<file path="src/rtl/rip_axi_slave_memory.sv">
// AXI4 slave that turns one burst at a time into accesses on a single-port word-wide synchronous RAM.
// Define RIP_AXI_SLAVE_RANGE_CHECK_EN to answer bursts running past MEM_DEPTH with SLVERR instead of wrapping.
module rip_axi_slave_memory #(
    parameter int ID_WIDTH   = 4,
    parameter int ADDR_WIDTH = 32,
    parameter int DATA_WIDTH = 32,
    parameter int MEM_DEPTH  = 1024,
    localparam int MEM_AW    = $clog2(MEM_DEPTH),
    localparam int STRB_W    = DATA_WIDTH / 8
) (
    input  logic                  clk,
    input  logic                  rstn,
    // write address
    input  logic [ID_WIDTH-1:0]   s_axi_awid,
    input  logic [ADDR_WIDTH-1:0] s_axi_awaddr,
    input  logic [7:0]            s_axi_awlen,
    input  logic [2:0]            s_axi_awsize,
    input  logic [1:0]            s_axi_awburst,
    input  logic                  s_axi_awvalid,
    output logic                  s_axi_awready,
    // write data
    input  logic [DATA_WIDTH-1:0] s_axi_wdata,
    input  logic [STRB_W-1:0]     s_axi_wstrb,
    input  logic                  s_axi_wlast,
    input  logic                  s_axi_wvalid,
    output logic                  s_axi_wready,
    // write response
    output logic [ID_WIDTH-1:0]   s_axi_bid,
    output logic [1:0]            s_axi_bresp,
    output logic                  s_axi_bvalid,
    input  logic                  s_axi_bready,
    // read address
    input  logic [ID_WIDTH-1:0]   s_axi_arid,
    input  logic [ADDR_WIDTH-1:0] s_axi_araddr,
    input  logic [7:0]            s_axi_arlen,
    input  logic [2:0]            s_axi_arsize,
    input  logic [1:0]            s_axi_arburst,
    input  logic                  s_axi_arvalid,
    output logic                  s_axi_arready,
    // read data
    output logic [ID_WIDTH-1:0]   s_axi_rid,
    output logic [DATA_WIDTH-1:0] s_axi_rdata,
    output logic [1:0]            s_axi_rresp,
    output logic                  s_axi_rlast,
    output logic                  s_axi_rvalid,
    input  logic                  s_axi_rready,
    // RAM port
    output logic [MEM_AW-1:0]     mem_addr,
    output logic                  mem_re,
    output logic [STRB_W-1:0]     mem_we,
    output logic [DATA_WIDTH-1:0] mem_wdata,
    input  logic [DATA_WIDTH-1:0] mem_rdata
);
    localparam int OFF = $clog2(STRB_W);
    localparam logic [1:0] RESP_OKAY   = 2'b00;
    localparam logic [1:0] RESP_SLVERR = 2'b10;

    typedef enum logic [2:0] {IDLE, W_DATA, W_RESP, R_REQ, R_CAP, R_DATA} state_t;

    state_t                state_reg;
    logic [ID_WIDTH-1:0]   id_reg;
    logic [7:0]            len_reg;
    logic [7:0]            cnt_reg;
    logic [MEM_AW-1:0]     idx_reg;
    logic                  err_reg;
    logic                  live_reg;
    logic                  bvalid_reg;
    logic [ID_WIDTH-1:0]   bid_reg;
    logic [1:0]            bresp_reg;
    logic                  rvalid_reg;
    logic [DATA_WIDTH-1:0] rdata_reg;
    logic [ID_WIDTH-1:0]   rid_reg;
    logic [1:0]            rresp_reg;
    logic                  rlast_reg;

    logic aw_hs, ar_hs, w_hs;
    logic aw_err, ar_err;
    logic unused_bits;

    function automatic logic [MEM_AW-1:0] next_idx(input logic [MEM_AW-1:0] idx);
        return (idx == MEM_AW'(MEM_DEPTH - 1)) ? '0 : idx + 1'b1;
    endfunction

`ifdef RIP_AXI_SLAVE_RANGE_CHECK_EN
    // Last word of the burst, taken from the full address so aliasing above MEM_DEPTH is caught.
    function automatic logic out_of_range(input logic [ADDR_WIDTH-1:0] addr, input logic [7:0] len);
        logic [ADDR_WIDTH:0] last_word;
        last_word = {1'b0, addr >> OFF} + {{(ADDR_WIDTH - 7){1'b0}}, len};
        return last_word >= (ADDR_WIDTH + 1)'(MEM_DEPTH);
    endfunction
    assign aw_err = out_of_range(s_axi_awaddr, s_axi_awlen);
    assign ar_err = out_of_range(s_axi_araddr, s_axi_arlen);
`else
    assign aw_err = 1'b0;
    assign ar_err = 1'b0;
`endif

    // Size, burst type and WLAST play no part: full-width INCR is assumed and AWLEN ends the burst.
    assign unused_bits = ^{s_axi_awsize, s_axi_awburst, s_axi_arsize, s_axi_arburst,
                           s_axi_wlast, s_axi_awaddr, s_axi_araddr};

    assign s_axi_awready = live_reg && (state_reg == IDLE);
    assign s_axi_arready = live_reg && (state_reg == IDLE) && !s_axi_awvalid;
    assign s_axi_wready  = (state_reg == W_DATA);
    assign aw_hs = s_axi_awvalid && s_axi_awready;
    assign ar_hs = s_axi_arvalid && s_axi_arready;
    assign w_hs  = s_axi_wvalid && s_axi_wready;

    assign mem_addr  = idx_reg;
    assign mem_wdata = s_axi_wdata;
    assign mem_we    = (w_hs && !err_reg) ? s_axi_wstrb : '0;
    assign mem_re    = (state_reg == R_REQ) && !err_reg;

    assign s_axi_bvalid = bvalid_reg;
    assign s_axi_bid    = bid_reg;
    assign s_axi_bresp  = bresp_reg;
    assign s_axi_rvalid = rvalid_reg;
    assign s_axi_rdata  = rdata_reg;
    assign s_axi_rid    = rid_reg;
    assign s_axi_rresp  = rresp_reg;
    assign s_axi_rlast  = rlast_reg;

    always_ff @(posedge clk) begin
        if (!rstn) begin
            state_reg  <= IDLE;
            id_reg     <= '0;
            len_reg    <= '0;
            cnt_reg    <= '0;
            idx_reg    <= '0;
            err_reg    <= 1'b0;
            live_reg   <= 1'b0;
            bvalid_reg <= 1'b0;
            bid_reg    <= '0;
            bresp_reg  <= RESP_OKAY;
            rvalid_reg <= 1'b0;
            rdata_reg  <= '0;
            rid_reg    <= '0;
            rresp_reg  <= RESP_OKAY;
            rlast_reg  <= 1'b0;
        end else begin
            live_reg <= 1'b1;
            case (state_reg)
                IDLE: begin
                    if (aw_hs) begin
                        id_reg    <= s_axi_awid;
                        len_reg   <= s_axi_awlen;
                        idx_reg   <= s_axi_awaddr[MEM_AW+OFF-1:OFF];
                        cnt_reg   <= '0;
                        err_reg   <= aw_err;
                        state_reg <= W_DATA;
                    end else if (ar_hs) begin
                        id_reg    <= s_axi_arid;
                        len_reg   <= s_axi_arlen;
                        idx_reg   <= s_axi_araddr[MEM_AW+OFF-1:OFF];
                        cnt_reg   <= '0;
                        err_reg   <= ar_err;
                        state_reg <= R_REQ;
                    end
                end
                W_DATA: begin
                    if (w_hs) begin
                        idx_reg <= next_idx(idx_reg);
                        cnt_reg <= cnt_reg + 8'd1;
                        if (cnt_reg == len_reg) begin
                            bvalid_reg <= 1'b1;
                            bid_reg    <= id_reg;
                            bresp_reg  <= err_reg ? RESP_SLVERR : RESP_OKAY;
                            state_reg  <= W_RESP;
                        end
                    end
                end
                W_RESP: begin
                    if (s_axi_bready) begin
                        bvalid_reg <= 1'b0;
                        state_reg  <= IDLE;
                    end
                end
                R_REQ: state_reg <= R_CAP;
                R_CAP: begin
                    rdata_reg  <= err_reg ? '0 : mem_rdata;
                    rid_reg    <= id_reg;
                    rresp_reg  <= err_reg ? RESP_SLVERR : RESP_OKAY;
                    rlast_reg  <= (cnt_reg == len_reg);
                    rvalid_reg <= 1'b1;
                    state_reg  <= R_DATA;
                end
                R_DATA: begin
                    if (s_axi_rready) begin
                        rvalid_reg <= 1'b0;
                        if (rlast_reg) begin
                            state_reg <= IDLE;
                        end else begin
                            idx_reg   <= next_idx(idx_reg);
                            cnt_reg   <= cnt_reg + 8'd1;
                            state_reg <= R_REQ;
                        end
                    end
                end
                default: state_reg <= IDLE;
            endcase
        end
    end
endmodule

</file>
<file path="config.mk">
export PLATFORM = sky130hd
export DESIGN_NAME = rip_axi_slave_memory
export DESIGN_NICKNAME = d
export VERILOG_FILES = /design/src/rtl/rip_axi_slave_memory.sv
export SDC_FILE = /design/constraint.sdc
export NUM_CORES = 1
export LEC_CHECK = 0
export BUFFER_PORTS_ARGS = -buffer_cell sky130_fd_sc_hd__buf_2
export CORE_ASPECT_RATIO = 1.25
export CORE_MARGIN = 10
export CORE_UTILIZATION = 38
export CTS_CLUSTER_DIAMETER = 60
export DETAILED_ROUTE_END_ITERATION = 10
export HOLD_SLACK_MARGIN = 0.08
export PLACE_DENSITY = 0.78
export SLEW_MARGIN = 15
export SYNTH_ARGS = -nofsm -noshare
export SYNTH_HDL_FRONTEND = slang
export SYNTH_SLANG_ARGS = --single-unit
</file>
<file path="constraint.sdc">
create_clock -name clk -period 1.56 [get_ports clk]
set_clock_uncertainty 0.05 [all_clocks]
set_input_delay 0.234 -clock clk [delete_from_list [all_inputs] [get_ports clk]]
set_output_delay 0.234 -clock clk [all_outputs]
set_load 0.01 [all_outputs]
</file>
# ---- After elaboration in Yosys (flattened, before gate mapping)
# Index checks and enable logic that the tools add are counted.
dict set report word_totals {
  out_inout_bits 97
  elab_cells 87
  ff_bits 82
}
dict set report classes {
  n_addsub 2
  reduce_logical 20
  n_mux 37
  eq_ne 13
}
# cell n
set ops {}
lappend ops {{$mux W10} 6}
lappend ops {{$mux W8} 7}
lappend ops {{$mux W32} 1}
lappend ops {{$pmux W10 S3} 1}
lappend ops {{$pmux W8 S3} 1}
lappend ops {{$mux W3} 6}
lappend ops {{$pmux W3 S6} 1}
lappend ops {{$mux W4} 3}
lappend ops {{$add A10 B1 Y10 const B} 1}
lappend ops {{$eq A10 B10 Y1 const B} 1}
lappend ops {{$reduce_and A5 Y1} 2}
lappend ops {{$add A8 B1 Y8 const B} 1}
lappend ops {{$eq A8 B8 Y1} 1}
lappend ops {{$logic_and A1 B1 Y1} 7}
lappend ops {{$mux W1} 7}
lappend ops {{$eq A3 B2 Y1 const B} 2}
lappend ops {{$eq A3 B3 Y1 const B} 2}
lappend ops {{$ne A2 B2 Y1 const B} 3}
lappend ops {{$reduce_bool A2 Y1} 3}
lappend ops {{$mux W2} 2}
lappend ops {{$ne A2 B1 Y1 const B} 2}
lappend ops {{$pmux W1 S2} 2}
lappend ops {{$reduce_and A2 Y1} 2}
lappend ops {{$reduce_and A4 Y1} 1}
lappend ops {{6 further kinds} 7}

# ---- Logic depth before layout (Yosys ltp)
# Gate-level depths: netlist of run 1.
dict set report depth {
  word_depth 7
  ltp_mapped 7
  mapped_depth_nobuf 6
}

# ---- Worst setup path after synthesis of run 1
# No wires, ideal clock.
dict set report synth_timing {
  path_kind {reg2reg}
  from {register idx_reg[0] (netlist: mem_addr[0])}
  to {register idx_reg[4] (netlist: mem_addr[4])}
  slack_ps -10
  path_buffers 0
  stages_incl_launch_ff 7
  arrival_time_ps 1461
  period_less_slack_ps 1570
  required_ps 1451
  path_cell_list {dfxtp_1 > ha_1 > and3_1 > a31oi_1 > nand2_1 > o41ai_2 > a31o_1}
}
dict set report synth_via {
  elab_chain_cells 5
}
# element line_no
set synth_lines {}
lappend synth_lines {{from (decl)} 64} ;# logic [MEM_AW-1:0] idx_reg;
lappend synth_lines {{from (signal assigned)} 147} ;# idx_reg <= s_axi_awaddr[MEM_AW+OFF-1:OFF];
lappend synth_lines {{from (signal assigned)} 154} ;# idx_reg <= s_axi_araddr[MEM_AW+OFF-1:OFF];
lappend synth_lines {{from (signal assigned)} 162} ;# idx_reg <= next_idx(idx_reg);
lappend synth_lines {{$add A10 B1 Y10 / $eq A10 B10 Y1 (equally long branches)} 81} ;# return (idx == MEM_AW'(MEM_DEPTH - 1)) ? '0 : idx + 1'b1;
lappend synth_lines {{$mux W10 (*)} 81}
lappend synth_lines {{$mux W10} 190} ;# if (rlast_reg) begin
lappend synth_lines {{$mux W10} 188} ;# if (s_axi_rready) begin
lappend synth_lines {{$pmux W10 S3 (*)} 142} ;# case (state_reg)
# Every way passes the cells marked *; elsewhere a longest branch is shown, timed or not. The select of a mux whose other input is x is not followed.
# A chain may end at the register's enable or synchronous reset.

# ---- Worst setup path after layout of run 1
dict set report layout_timing {
  from {register state_reg[0]}
  to {output s_axi_arready}
}
dict set report layout_via {
  elab_chain_cells 3
}
# element line_no
set layout_lines {}
lappend layout_lines {{from (decl)} 60} ;# state_t state_reg;
lappend layout_lines {{from (signal assigned)} 125} ;# state_reg <= IDLE;
lappend layout_lines {{from (signal assigned)} 150} ;# state_reg <= W_DATA;
lappend layout_lines {{from (signal assigned)} 157} ;# state_reg <= R_REQ;
lappend layout_lines {{$logic_not A3 Y1} 103} ;# assign s_axi_arready = live_reg && (state_reg == IDLE) && !s_axi_awvalid;
lappend layout_lines {{$logic_and A1 B1 Y1 (2 in a row)} 103}
lappend layout_lines {{to (decl)} 39} ;# output logic s_axi_arready,
# No other way between the ends.

==> impl_metrics.env, run 1 <==
export IMPL_largest_reg_flops=32
export IMPL_die_area_mm2=0.0148
export IMPL_cts_tree="done"
export IMPL_ys_seq_elements=77
export IMPL_rrSetupSlack_ns=-0.06
export IMPL_drt_total_wl_um=12900
export IMPL_yosys_most_used_dff="dfxtp_1"
export IMPL_die_w_um=111
export IMPL_crit_slowest_cell="dfxtp_4"
export IMPL_clock_sinks=77
export IMPL_clk_transition_reported_paths_ns=0.06
export IMPL_min_path_type="in2reg"
export IMPL_crit_path_max_incr_delay_ns=0.38
export IMPL_overflow=0
export IMPL_cp_max_fo=7
export IMPL_io_pins=271
export IMPL_finalPower_mw=7.63
export IMPL_critical_path_class="reg2out"
export IMPL_p_leak_nw=2.48
export IMPL_post_drt_via_cell_ratio=5.10
export IMPL_antenna_left=0
export IMPL_route_detailed_drc=0
export IMPL_setup_tns_ns=-0.893
export IMPL_yosys_warnings=0
export IMPL_start_util_pct=38.7
export IMPL_hp_start="mem_rdata[0]"
export IMPL_fp_row_count=41
export IMPL_gp_congestion=0.853
export IMPL_rr_worst_depth=5
export IMPL_grt_total_usage_pct=16.2
export IMPL_syn_instance_count=508
export IMPL_status="finished, violations left"
export IMPL_cap_violations=0
export IMPL_ir_drop_mv=0.639
export IMPL_power_density_mw_per_mm2=1370
export IMPL_port_buffers=147
export IMPL_die_h_um=133
export IMPL_crit_family="simple AND/OR/NAND/NOR gates"
export IMPL_root_buffer="clkbuf_16"
export IMPL_clkLatencyLatePin_ns=0.33
export IMPL_cts_htree_levels=3
export IMPL_grt_pass1_wl_um=20000
export IMPL_whs_ns=0.0879
export IMPL_antenna_found_initial=0
export IMPL_drt_iter0_drc=288
export IMPL_cp_arrival_ns=1.44
export IMPL_crit_required_ns=1.28
export IMPL_synth_enable_flop_cells=0
export IMPL_violations="negative setup slack"
export IMPL_diodes=0
export IMPL_syn_cell_area_mm2=0.00391
export IMPL_yosysSeqAreaShare_pct=39.4
export IMPL_synthMostInstantiatedCell="nand2_1"
export IMPL_drt_pass1_iterations=4
export IMPL_place_area_mm2=0.00479
export IMPL_async_reset_ff_share_pct=0
export IMPL_r2r_start="state_reg[0]"
export IMPL_synthTopCellsByCount="118 x nand2_1, 77 x dfxtp_1, 52 x a21oi_1"
export IMPL_finalCriticalPeriod_ns=1.72
export IMPL_final_layout_size_suffix_gt1_share_pct=41.5
export IMPL_slew_viol_final=0
export IMPL_areaGrowthSynthToFinish_pct=42.2
export IMPL_synth_top_area_share_pct=39.4
export IMPL_cp_cell_sequence="nor4b_4, buf_4, and2_4, buf_6"
export IMPL_rsz0062_at_grt="yes"
export IMPL_crit_path_end_kind="output pin"
export IMPL_fin_ws_ns=-0.161
export IMPL_critPathLaunchType="flop"
export IMPL_setup_viol=15
export IMPL_synth_area_leaders="dfxtp_1 39%, nand2_1 11%, buf_4 7.1%"
export IMPL_finalHoldViolations=0
export IMPL_ys_types=55
export IMPL_clock_fmax_ghz=0.581
export IMPL_cts_buffers_inserted=9
export IMPL_grt_max_degree=39
export IMPL_coreArea_mm2=0.0101
export IMPL_post_drt_wl_per_cell_um=16.0
export IMPL_dp_hpwl_um=9500
export IMPL_vias=4099
export IMPL_synth_top_area_cell="dfxtp_1"
export IMPL_synth_area_per_cell_um2=7.70
export IMPL_grt_pass1_vias=4195
export IMPL_ctsLongestPathBuffers=2
export IMPL_min_path_cells=3
export IMPL_nets=846
export IMPL_critPathBufInv=2
export IMPL_hold_end="s_axi_rdata[0]"
export IMPL_fin_util_pct=55.0
export IMPL_finalCritPeriodShare_pct=110
export IMPL_final_cell_area_mm2=0.00556
export IMPL_timing_rr_end="state_reg[0]"
-- layout make-up --
cell class / instances / area [um^2]
Inverter: 7 / 26.3
Clock buffer: 10 / 239
Multi-Input combinational cell: 360 / 2140
Timing Repair Buffer: 215 / 1380
Sequential cell: 77 / 1560
Clock inverter: 6 / 51.3
Fill cell: 873 / 4550
Tap cell: 129 / 161
-- tightest hold or removal path, stage by stage --
cell     delay (ns)
buf_2          0.10
nand2_1        0.04
a21oi_1        0.05
-- placed cells by master (no fill, tap or decap), drive strengths merged, types with 4 or more instances in the layout --
master,n
nand2b,5
conb,4
and3,10
mux2i,5
xnor2,9
a21oi,53
nand4,7
a31o,4
o21ai,26
dlygate4sd3,6
o211ai,4
dfxtp,77
nor2,44
inv,11
nand3,9
and2,8
xor2,6
a31oi,5
nand2,120
o22ai,5
a211oi,12
buf,208
clkbuf,11
-- what timing repair did --
action	in CTS	in global routing
cloned	1	1
endpoints found under the setup margin	35	58
pin swaps	12	22
setup buffers	6	8
endpoints found under the hold margin	6	0
resized for setup	28	46
hold buffers	6	0
-- power breakdown --
part / switching [mW] / internal [mW] / total (mW)
sequential: 0.257 / 2.26 / 2.51
clock: 0.858 / 1.15 / 2.00
combinational: 1.55 / 1.57 / 3.11
total: 2.66 / 4.97 / 7.63
-- worst max-delay path by stage --
stage,start,endpoint,slack (ns),depth (start not counted)
floorplan,state_reg[0],mem_addr[2],0.02,7
global placement,state_reg[2],len_reg[7],-0.1,6
detailed placement,state_reg[1],state_reg[0],-0.16,6
CTS,state_reg[0],s_axi_arready,-0.17,4
global route,state_reg[0],s_axi_arready,-0.22,4
finish,state_reg[0],s_axi_arready,-0.16,4
-- per-layer routing --
layer | global-route usage, % | vias to the layer above | part of all wire [%]
li1 | - | 2018 | -
met1 | 17.2 | 1894 | 41
met2 | 28.7 | 161 | 51
met3 | 4.85 | 26 | 6.0
met4 | 7.17 | 0 | 2.0
met5 | 0 | - | 0
-- cell families (layout without fill, tap and decap cells) --
| family | Yosys count | count (layout) | synth area share (%) |
|---|---|---|---|
| AND/OR/NAND/NOR | 213 | 213 | 24.4 |
| other | 1 | 4 | 0.0959 |
| multiplexers | 5 | 5 | 1.28 |
| XOR/XNOR | 15 | 15 | 3.36 |
| flip-flops | 77 | 77 | 39.4 |
| buffers and inverters | 74 | 238 | 11.5 |
| AO/OA/AOI/OAI | 121 | 121 | 19.3 |
| adder cells (fa/ha/maj) | 2 | 2 | 0.640 |
-- metrics by stage --
stage | std cells | worst slack, ns
final | 804 | -0.161
after global routing | 804 | -0.218
after CTS | 796 | -0.171
after detailed placement | 767 | -0.162
after global placement | 767 | -0.0971
after floorplan | 511 | 0.0190
(Power assumes the default switching activity.)
==> inputs of run 2 (changes only) <==
--- a/config.mk
+++ b/config.mk
@@ -5,12 +5,12 @@
 export SDC_FILE = /design/constraint.sdc
 export NUM_CORES = 1
 export LEC_CHECK = 0
-export BUFFER_PORTS_ARGS = -buffer_cell sky130_fd_sc_hd__buf_2
 export CORE_ASPECT_RATIO = 1.25
 export CORE_MARGIN = 10
-export CORE_UTILIZATION = 38
+export CORE_UTILIZATION = 51
 export CTS_CLUSTER_DIAMETER = 60
 export DETAILED_ROUTE_END_ITERATION = 10
+export DONT_BUFFER_PORTS = 1
 export HOLD_SLACK_MARGIN = 0.08
 export PLACE_DENSITY = 0.78
 export SLEW_MARGIN = 15
==> constraint.sdc (replaced) <==
create_clock -name clk -period 1.56 [get_ports clk]
set_clock_uncertainty 0.05 [all_clocks]
set_input_delay 0.39 -clock clk [delete_from_list [all_inputs] [get_ports clk]]
set_output_delay 0.39 -clock clk [all_outputs]
set_load 0.01 [all_outputs]
==> run 2 against run 1 <==
Net effect: the flow still finishes with violations (negative setup slack); sequential share of layout area grew 0.62 points; routed wire length grew 8.7%; core utilization is 18 points higher; sequential cell count unchanged; design area is 2.5% lower; critical path depth unchanged; clock power fell by 29%; via count fell by 5.6%; critical endpoint unchanged; largest power group unchanged; highest routed layer unchanged.
==> impl_metrics.env, run 2 (synthesis results as in run 1) <==
export IMPL_largest_reg_flops=32
export IMPL_die_w_um=98.3
export IMPL_cap_violations=0
export IMPL_fin_util_pct=72.8
export IMPL_cts_htree_levels=3
export IMPL_finalCriticalPeriod_ns=1.93
export IMPL_clkPwrFrac_pct=18.4
export IMPL_antenna_found_initial=0
export IMPL_clock_fmax_ghz=0.519
export IMPL_ir_drop_mv=1.04
export IMPL_cp_max_fo=4
export IMPL_overflow=0
export IMPL_violations="negative setup slack"
export IMPL_sequentialPowerShare_pct=33.0
export IMPL_grt_pass1_wl_um=19300
export IMPL_fp_row_count=35
export IMPL_layout_cells_most_common="nand2_1"
export IMPL_crit_path_end_kind="output pin"
export IMPL_drt_total_wl_um=14000
export IMPL_die_area_mm2=0.0116
export IMPL_drt_pass1_iterations=5
export IMPL_min_path_type="in2reg"
export IMPL_critPathLaunchType="flop"
export IMPL_gp_congestion=0.894
export IMPL_grt_total_usage_pct=19.8
export IMPL_place_ws_ns=-0.210
export IMPL_p_int_mw=4.81
export IMPL_ctsLongestPathBuffers=2
export IMPL_start_util_pct=52.5
export IMPL_final_cell_area_mm2=0.00542
export IMPL_post_drt_wl_per_cell_um=21.6
export IMPL_finalCritPeriodShare_pct=123
export IMPL_p_comb_share_pct=48.7
export IMPL_rsz0062_at_grt="yes"
export IMPL_p_switching_mw=2.92
export IMPL_crit_slowest_cell="dfxtp_4"
export IMPL_crit_path_max_incr_delay_ns=0.37
export IMPL_cp_arrival_ns=1.49
export IMPL_final_layout_size_suffix_gt1_share_pct=45.7
export IMPL_antenna_left=0
export IMPL_route_detailed_drc=0
export IMPL_crit_required_ns=1.12
export IMPL_power_density_mw_per_mm2=1430
export IMPL_setup_viol=78
export IMPL_finalHoldViolations=0
export IMPL_clk_transition_reported_paths_ns=0.09
export IMPL_post_drt_via_cell_ratio=5.99
export IMPL_status="finished, violations left"
export IMPL_nets=725
export IMPL_vias=3871
export IMPL_root_buffer="clkbuf_8"
export IMPL_critical_path_class="reg2out"
export IMPL_grt_max_degree=41
export IMPL_die_h_um=118
export IMPL_p_leak_nw=2.26
export IMPL_place_area_mm2=0.00414
export IMPL_cts_buffers_inserted=9
export IMPL_port_buffers=0
export IMPL_coreArea_mm2=0.00744
export IMPL_drt_iter0_drc=231
export IMPL_fin_ws_ns=-0.365
export IMPL_diodes=0
export IMPL_final_cell_mix="78 x nand2_1, 74 x dfxtp_1, 54 x buf_4"
export IMPL_clock_sinks=77
export IMPL_areaGrowthSynthToFinish_pct=38.5
export IMPL_swShare_pct=37.8
export IMPL_dp_hpwl_um=8540
export IMPL_clkLatencyLatePin_ns=0.35
export IMPL_slew_viol_final=0
export IMPL_cts_tree="done"
export IMPL_cp_cell_sequence="buf_12, nor4b_4, buf_6, and2_4"
export IMPL_grt_pass1_vias=3762
export IMPL_io_pins=271
==> run 2: cell count changes in the layout (fill, tap and decap cells not counted), moves of 7 or more <==
cell	delta
o21ai_2	+8
a21oi_2	+36
buf_2	-143
clkbuf_16	-8
clkbuf_8	+8
buf_4	+7
nand2_1	-37
buf_6	+12
a21oi_1	-36
nand2_2	+8
nand2_4	+30
==> run 2: worst paths after layout <==
kind                  startpoint              to  slack [ns]  cells past startpoint
setup / recovery    state_reg[0]   s_axi_arready       -0.37                      4
hold / removal              rstn     mem_addr[0]         0.1                      2
setup reg to reg    state_reg[0]     mem_addr[3]       -0.36                      8
hold reg to reg   s_axi_rdata[5]  s_axi_rdata[5]        0.46                      2
==> run 2: cell type report <==
| cell class | count | area, um^2 |
|---|---|---|
| inverters | 7 | 28.8 |
| flip-flops and latches | 77 | 1550 |
| repair buffers | 94 | 982 |
| fillers | 502 | 2030 |
| clock buffers | 9 | 124 |
| well taps | 92 | 115 |
| clock inverters | 7 | 57.6 |
| multi-input cells | 360 | 2560 |
==> run 2: power by group through the flow <==
stage	logic, mW	registers (mW)	clock network [mW]
6_report	3.76	2.55	1.42
4_1_cts	2.93	2.52	1.43
3_5_place_dp	2.33	2.56	0
3_3_place_gp	2.26	2.54	0
5_1_grt	3.98	2.57	1.53
2_1_floorplan	1.44	2.54	0
==> run 2: worst max-delay path: cells and delay by family, from the launching register on <==
family                 cells  cell delay (ns)
buffers and inverters      2             0.32
and+or+nand+nor            2             0.44
DFF                        1             0.37
==> run 2: layer usage <==
metal  vias to the layer above  share of wire (%)  GRT usage, %
li1                       1773                  -             -
met1                      1841                 35          19.4
met2                       215                 52          35.5
met3                        42                9.6          8.40
met4                         0                2.8          7.90
met5                         -                  0             0
==> run 2: timing repair <==
action	in CTS	in global routing
endpoints found under the setup margin	80	83
resized for setup	76	141
hold buffers	1	0
buffers inserted	18	12
gates cloned	4	3
hold endpoints to repair	1	0
pin swaps	44	70
==> run 2: stage by stage <==
step | power (mW) | hold WS [ns] | setup TNS, ns | instances
after floorplan | 3.98 | 0.368 | -0.0247 | 511
after global placement | 4.81 | 0.371 | -3.72 | 597
after detailed placement | 4.88 | 0.371 | -5.89 | 597
after CTS | 6.89 | 0.0886 | -9.34 | 634
after global routing | 8.09 | 0.0800 | -17.61 | 646
final | 7.72 | 0.0978 | -13.83 | 646
